**config.mk**
```make
export PLATFORM = sky130hd
export DESIGN_NAME = gerenciador_de_posicionamento
export DESIGN_NICKNAME = d
export VERILOG_FILES = /design/src/rtl/batalha_naval_pkg.sv /design/src/rtl/mascara_navio.sv /design/src/rtl/gerenciador_de_posicionamento.sv
export SDC_FILE = /design/constraint.sdc
export NUM_CORES = 1
export LEC_CHECK = 0
export ABC_AREA = 1
export CAP_MARGIN = 20
export CORE_MARGIN = 1.5
export CORE_UTILIZATION = 44
export DETAILED_ROUTE_END_ITERATION = 8
export PLACE_DENSITY = 0.75
export SETUP_SLACK_MARGIN = 0.4
export SYNTH_ARGS = -nofsm -noshare
export SYNTH_HDL_FRONTEND = slang
export SYNTH_SLANG_ARGS = --single-unit
```
**constraint.sdc**
```tcl
create_clock -name clock -period 4.22 [get_ports clock]
set_input_delay 1.055 -clock clock [delete_from_list [all_inputs] [get_ports clock]]
set_output_delay 1.055 -clock clock [all_outputs]
set_load 0.01 [all_outputs]
```
**src/rtl/batalha_naval_pkg.sv**
```systemverilog
// Shared board and fleet definitions for the naval-battle blocks.
// Placement and attack controllers import the board geometry from here.
package batalha_naval_pkg;

  localparam int N_COLUNAS  = 5;
  localparam int N_LINHAS   = 7;
  localparam int NUM_NAVIOS = 3;
  localparam int N_CELULAS  = N_COLUNAS * N_LINHAS;

  localparam logic [3:0] TAMANHO_NAVIO [0:NUM_NAVIOS-1] = '{4'd3, 4'd2, 4'd1};

  typedef enum logic [1:0] {
    OCIOSO       = 2'd0,
    POSICIONANDO = 2'd1,
    CONCLUIDO    = 2'd2
  } estado_t;

  // Size lookup; an unknown index degrades to the smallest ship.
  function automatic logic [3:0] tamanho_do_navio(input logic [1:0] indice);
    logic [3:0] tamanho;
    case (indice)
      2'd0:    tamanho = TAMANHO_NAVIO[0];
      2'd1:    tamanho = TAMANHO_NAVIO[1];
      2'd2:    tamanho = TAMANHO_NAVIO[2];
      default: tamanho = 4'd1;
    endcase
    return tamanho;
  endfunction

endpackage

```
**src/rtl/mascara_navio.sv**
```systemverilog
// Combinational ship footprint: column-major cell mask (bit 7*C+L) of a
// candidate ship plus an in-bounds flag. The mask is zero when out of bounds.
module mascara_navio
  import batalha_naval_pkg::*;
(
  input  logic [2:0]           coluna,
  input  logic [2:0]           linha,
  input  logic                 orientacao,
  input  logic [3:0]           tamanho,
  output logic [N_CELULAS-1:0] mascara,
  output logic                 dentro
);

  logic [3:0] col_ini_s;
  logic [3:0] lin_ini_s;
  logic [3:0] col_fim_s;
  logic [3:0] lin_fim_s;

  // Ship bounding rectangle, widened to 4 bits so c+n-1 cannot wrap.
  always_comb begin
    col_ini_s = {1'b0, coluna};
    lin_ini_s = {1'b0, linha};
    if (orientacao) begin
      col_fim_s = col_ini_s;
      lin_fim_s = lin_ini_s + tamanho - 4'd1;
    end else begin
      col_fim_s = col_ini_s + tamanho - 4'd1;
      lin_fim_s = lin_ini_s;
    end
  end

  // End point inside the board implies the origin is too (end >= origin).
  always_comb begin
    dentro = (tamanho != 4'd0) &&
             (col_fim_s <= 4'(N_COLUNAS - 1)) &&
             (lin_fim_s <= 4'(N_LINHAS - 1));
  end

  // Cell is covered when it lies within the rectangle.
  always_comb begin
    mascara = '0;
    for (int c = 0; c < N_COLUNAS; c++) begin
      for (int l = 0; l < N_LINHAS; l++) begin
        mascara[c*N_LINHAS + l] = dentro &&
                                  (4'(c) >= col_ini_s) && (4'(c) <= col_fim_s) &&
                                  (4'(l) >= lin_ini_s) && (4'(l) <= lin_fim_s);
      end
    end
  end

endmodule

```
**src/rtl/gerenciador_de_posicionamento.sv**
```systemverilog
// Fleet placement controller: edge-detected confirm places ships one at a
// time after bounds and overlap checks, building the map used by the attack phase.
module gerenciador_de_posicionamento
  import batalha_naval_pkg::*;
(
  input  logic       clock,
  input  logic       reset,
  input  logic       iniciar,
  input  logic [2:0] coordColuna,
  input  logic [2:0] coordLinha,
  input  logic       orientacao,
  input  logic       confirmar,
  output logic [6:0] mapa0,
  output logic [6:0] mapa1,
  output logic [6:0] mapa2,
  output logic [6:0] mapa3,
  output logic [6:0] mapa4,
  output logic [6:0] previa0,
  output logic [6:0] previa1,
  output logic [6:0] previa2,
  output logic [6:0] previa3,
  output logic [6:0] previa4,
  output logic [1:0] navio_atual,
  output logic       pronto,
  output logic       LED_R,
  output logic       LED_G
);

  estado_t               estado_r;
  estado_t               estado_prox_s;
  logic                  confirmar_q_r;
  logic [N_CELULAS-1:0]  mapa_r;
  logic [N_CELULAS-1:0]  mapa_prox_s;
  logic [1:0]            navio_r;
  logic [1:0]            navio_prox_s;
  logic                  pronto_r;
  logic                  pronto_prox_s;
  logic                  led_r_r;
  logic                  led_r_prox_s;
  logic                  led_g_r;
  logic                  led_g_prox_s;
  logic [N_CELULAS-1:0]  mascara_s;
  logic [N_CELULAS-1:0]  previa_s;
  logic                  dentro_s;
  logic                  valido_s;
  logic                  aperto_s;

  mascara_navio u_mascara (
    .coluna     (coordColuna),
    .linha      (coordLinha),
    .orientacao (orientacao),
    .tamanho    (tamanho_do_navio(navio_r)),
    .mascara    (mascara_s),
    .dentro     (dentro_s)
  );

  // Press qualification and placement legality.
  always_comb begin
    aperto_s = confirmar & ~confirmar_q_r;
    valido_s = dentro_s && ((mascara_s & mapa_r) == '0);
    previa_s = mapa_r | mascara_s;
  end

  // Next-state and next-output logic; iniciar overrides any press.
  always_comb begin
    estado_prox_s = estado_r;
    mapa_prox_s   = mapa_r;
    navio_prox_s  = navio_r;
    pronto_prox_s = pronto_r;
    led_r_prox_s  = led_r_r;
    led_g_prox_s  = led_g_r;
    if (iniciar) begin
      estado_prox_s = POSICIONANDO;
      mapa_prox_s   = '0;
      navio_prox_s  = 2'd0;
      pronto_prox_s = 1'b0;
      led_r_prox_s  = 1'b0;
      led_g_prox_s  = 1'b0;
    end else begin
      case (estado_r)
        OCIOSO: begin
          estado_prox_s = OCIOSO;
        end
        POSICIONANDO: begin
          if (aperto_s && valido_s) begin
            mapa_prox_s  = mapa_r | mascara_s;
            led_g_prox_s = 1'b1;
            led_r_prox_s = 1'b0;
            if (navio_r == 2'(NUM_NAVIOS - 1)) begin
              estado_prox_s = CONCLUIDO;
              pronto_prox_s = 1'b1;
            end else begin
              navio_prox_s = navio_r + 2'd1;
            end
          end else if (aperto_s) begin
            led_r_prox_s = 1'b1;
            led_g_prox_s = 1'b0;
          end else begin
            estado_prox_s = POSICIONANDO;
          end
        end
        CONCLUIDO: begin
          estado_prox_s = CONCLUIDO;
        end
        default: begin
          estado_prox_s = OCIOSO;
        end
      endcase
    end
  end

  // State register; confirmar_q resets high so a held button is not a press.
  always_ff @(posedge clock or negedge reset) begin
    if (!reset) begin
      estado_r      <= OCIOSO;
      confirmar_q_r <= 1'b1;
      mapa_r        <= '0;
      navio_r       <= 2'd0;
      pronto_r      <= 1'b0;
      led_r_r       <= 1'b0;
      led_g_r       <= 1'b0;
    end else begin
      estado_r      <= estado_prox_s;
      confirmar_q_r <= confirmar;
      mapa_r        <= mapa_prox_s;
      navio_r       <= navio_prox_s;
      pronto_r      <= pronto_prox_s;
      led_r_r       <= led_r_prox_s;
      led_g_r       <= led_g_prox_s;
    end
  end

  assign mapa0       = mapa_r[6:0];
  assign mapa1       = mapa_r[13:7];
  assign mapa2       = mapa_r[20:14];
  assign mapa3       = mapa_r[27:21];
  assign mapa4       = mapa_r[34:28];
  assign previa0     = previa_s[6:0];
  assign previa1     = previa_s[13:7];
  assign previa2     = previa_s[20:14];
  assign previa3     = previa_s[27:21];
  assign previa4     = previa_s[34:28];
  assign navio_atual = navio_r;
  assign pronto      = pronto_r;
  assign LED_R       = led_r_r;
  assign LED_G       = led_g_r;

endmodule

```
==> metrics.log <==
INFO  metric clk_path_buf_depth = 2
INFO  metric clk_transition_reported_paths = 0.09 ns
INFO  metric synth.cell_area = 3090 sq um
INFO  metric outcome = complete, but fails checks
INFO  metric horizontal_extent_of_the_die = 86.8 um
INFO  metric floorplan.initialDensity = 0.455
INFO  metric antenna-diode-count = 0
INFO  metric rd_place_congestion = 0.885
INFO  metric grt_antenna_before_repair = 0
INFO  metric core_region_area = 6790 sq um
INFO  metric buffer_ports.inserted = 85
INFO  metric worstPathArrival = 4.94 ns
INFO  metric finalMaxSlewViolations = 0
INFO  metric routed_wire_length_per_instance = 21.0 um
INFO  metric synth-seq-cells = 43
INFO  metric die_height = 86.8 um
INFO  metric p_switching = 497 uW
INFO  metric core.rowCount = 30
INFO  metric cp_slowest_cell = sky130_fd_sc_hd__fa_1
INFO  metric clock_latency = 0.30 ns
INFO  metric grt_start_max_net_pins = 44
INFO  metric power_report.internal_total = 804 uW
INFO  metric crit_path_frequent_cell = sky130_fd_sc_hd__buf_6
INFO  metric combPwrFrac = 0.448
INFO  metric dr.pass1.iters = 6
INFO  metric period_needed = 4.72 ns
INFO  metric biggest_cell_delay_along_the_critical_path = 0.49 ns
INFO  metric seq_area_frac_synth = 0.348
INFO  metric fmax = 212 MHz
INFO  metric post-synth-top-area-cell = sky130_fd_sc_hd__dfrtp_1
INFO  metric gr_usage_total = 0.339
INFO  metric layout-drive-gt1-share = 0.457
INFO  metric power = 1.30 mW
INFO  metric post-dp-hpwl = 7890 um
INFO  metric max_slew.worst_pin.slew = 1.01 ns
INFO  metric total_die_area = 7540 sq um
INFO  metric synth.lib_cells_used.distinct = 26
INFO  metric vdd_drop_max = 0.000156 V
INFO  metric syn_area_per_cell = 7.31 sq um
INFO  metric cell_depth_of_the_worst_hold_path = 2
INFO  metric hold_class = flop to flop
INFO  metric timing.final.ws_setup = -0.498 ns
INFO  metric swShare = 0.382
INFO  metric cts_inserted_buffers = 5
INFO  metric clock_power_share = 0.227
INFO  metric first_pass_grt_wire_length = 19500 um
INFO  metric clk_root_buffer_cell = sky130_fd_sc_hd__clkbuf_8
INFO  metric worst_ep_required_time = 4.45 ns
INFO  metric max_cap_viol_count = 0
INFO  metric detail_route.vias_per_cell = 5.89
INFO  metric yosys_warnings = 0
INFO  metric power_density = 222 nW/um^2
INFO  metric vias = 4123
INFO  metric power.sequential.fraction = 0.325
INFO  metric total_number_of_clock_tree_sinks = 43
INFO  metric layout-area-overhead-vs-synth = 89.4%
INFO  metric setup_violation_total_in_the_final_timing_report = 77
INFO  metric crit_path_launch_type = input pin
INFO  metric cts_max_level = 2
INFO  metric mappedNetlistNets = 448
INFO  metric layout_worst_path_cycle_share = 1.12
INFO  metric rsz0062_at_grt = yes
INFO  metric num_io_pins = 86
INFO  metric fin_worst_skew = 0.00776 ns
INFO  metric final_cell_area = 5860 sq um
INFO  metric finalNetCount = 628
INFO  metric violated_checks = negative setup slack
INFO  metric drc = 0
INFO  metric globalRouteOverflowTotal = 0
INFO  metric final_antenna_violating_net_count = 0
INFO  metric first_global_vias = 3838
INFO  metric hold_violations_final = 0
INFO  metric critical_path.endpoint_type = flop
INFO  metric synth.top_cells.by_area = sky130_fd_sc_hd__dfrtp_1, sky130_fd_sc_hd__nand2_1, sky130_fd_sc_hd__inv_1, sky130_fd_sc_hd__a21oi_2, sky130_fd_sc_hd__nand4_1
INFO  metric post_synth_inst_count = 423
INFO  metric worstRegToRegCells = 30
INFO  metric synth_largest_type_area_fraction = 0.340
INFO  metric worstPathMaxFanout = 8
INFO  metric count_of_placed_standard_cells_including_taps = 650
INFO  metric slew_headroom = 0.327
INFO  metric cts-hold-fix-buffers = 0
INFO  metric leak_pwr = 2.57 nW
INFO  metric drt_iter0_markers = 477
INFO  metric critPathKind = input pin to flop
INFO  metric routed_wl = 14700 um
INFO  metric tritoncts = done
INFO  metric instances_no_fill = 700
INFO  metric total_placed_instance_area = 4960 sq um
## Yosys cell counts
master	instances
sky130_fd_sc_hd__nand2_1	104
sky130_fd_sc_hd__dfstp_2	1
sky130_fd_sc_hd__inv_2	4
sky130_fd_sc_hd__buf_6	6
sky130_fd_sc_hd__nor2_4	3
sky130_fd_sc_hd__nand3_4	1
sky130_fd_sc_hd__o21ai_1	2
sky130_fd_sc_hd__nand4_1	34
sky130_fd_sc_hd__nand2_2	3
sky130_fd_sc_hd__fa_1	2
sky130_fd_sc_hd__nor2_1	26
sky130_fd_sc_hd__inv_4	1
sky130_fd_sc_hd__nand3_2	2
sky130_fd_sc_hd__clkbuf_1	4
sky130_fd_sc_hd__dfrtp_1	42
sky130_fd_sc_hd__inv_1	76
sky130_fd_sc_hd__o21ai_2	2
sky130_fd_sc_hd__a21oi_2	30
sky130_fd_sc_hd__nand3_1	16
sky130_fd_sc_hd__a22oi_1	1
sky130_fd_sc_hd__ha_1	12
sky130_fd_sc_hd__and3_1	1
sky130_fd_sc_hd__a21oi_1	9
sky130_fd_sc_hd__nor3_4	1
sky130_fd_sc_hd__nor3_1	1
sky130_fd_sc_hd__o21ai_0	39
## power by group through the flow
stage | registers (mW) | clock network [mW] | logic, mW
final | 0.423 | 0.296 | 0.583
after detailed placement | 0.431 | 0 | 0.421
after global placement | 0.430 | 0 | 0.414
after global routing | 0.424 | 0.311 | 0.609
after floorplan | 0.431 | 0 | 0.234
after CTS | 0.422 | 0.291 | 0.512
## per-stage QoR
step | setup TNS [ns] | setup WS [ns] | util | hold slack (ns)
finish | -24.09 | -0.498 | 0.862 | 0.514
global route | -28.14 | -0.517 | 0.862 | 0.568
CTS | -6.29 | -0.258 | 0.817 | 0.515
detailed placement | -56.50 | -1.03 | 0.730 | 0.503
global placement | -53.22 | -0.999 | 0.730 | 0.494
floorplan | 0 | 0.132 | - | 0.474
## critical path, delay by kind of cell
kind,cells,cell delay (ns)
simple gates,9,1.31
buf+inv,15,1.43
compound gates,2,0.31
fa+ha+maj,3,0.80
## metal layers
layer / global-route usage / share of wire / vias to the layer above
met1: 0.447 / 0.37 / 1932
li1: - / - / 1739
met5: 0 / 0 / -
met3: 0.0381 / 0.099 / 101
met2: 0.550 / 0.47 / 351
met4: 0.172 / 0.063 / 0
## timing repair
| action | CTS | global route |
|---|---|---|
| endpoints found under the setup margin | 77 | 77 |
| resized for setup | 225 | 36 |
| cloned | 3 | 1 |
| pin swaps | 32 | 18 |
| setup buffers | 25 | 13 |
## path summary, 6_finish.rpt
| kind | startpoint | slack (ns) | end |
|---|---|---|---|
| worst max-delay path | coordLinha[1] | -0.50 | mapa_r[20]$_DFFE_PN0P_ |
| worst min-delay path | estado_r[0]$_DFFE_PN0P_ | 0.51 | estado_r[0]$_DFFE_PN0P_ |
| worst max register to register | navio_atual[0]$_DFFE_PN0P_ | -0.39 | mapa_r[20]$_DFFE_PN0P_ |
| worst min register to register | estado_r[0]$_DFFE_PN0P_ | 0.51 | estado_r[0]$_DFFE_PN0P_ |
| max in group asynchronous | reset | 2.67 | mapa_r[14]$_DFFE_PN0P_ |
| min in group asynchronous | reset | 0.92 | LED_G$_DFFE_PN0P_ |
## cell usage in the layout, fill, tap and decap left out, drive strengths merged
cell,n
a21oi,39
a22oi,1
and3,1
buf,135
clkbuf,7
clkdlybuf4s15,2
clkdlybuf4s50,45
clkinv,1
clkinvlp,1
dfrtp,42
dfstp,1
fa,2
ha,12
inv,81
nand2,107
nand3,19
nand4,34
nor2,29
nor3,2
o21ai,43
## kinds of logic (layout without fill, tap and decap cells)
| logic type | after synthesis | after routing | share of synthesized area |
|---|---|---|---|
| AND/OR/NAND/NOR | 192 | 192 | 0.290 |
| buffers and inverters | 91 | 272 | 0.126 |
| AO/OA/AOI/OAI | 83 | 83 | 0.174 |
| flip-flops | 43 | 43 | 0.348 |
| adder cells (fa/ha/maj) | 14 | 14 | 0.0615 |
## sequential cells by signal (all words and copies together) (netlist names)
register       flops
LED_G              1
LED_R              1
confirmar_q_r      1
estado_r           2
mapa_r            35
navio_atual        2
pronto             1
## layout make-up
cell class / count / area (sq um)
sequential: 43 / 1080
timing repair buffer: 183 / 1900
inverter: 81 / 334
clock inverter: 2 / 16.3
fill: 320 / 936
multi-input combinational: 289 / 2330
tap: 96 / 120
clock buffer: 6 / 82.6
Note: power is estimated with default switching activity, not from simulation.
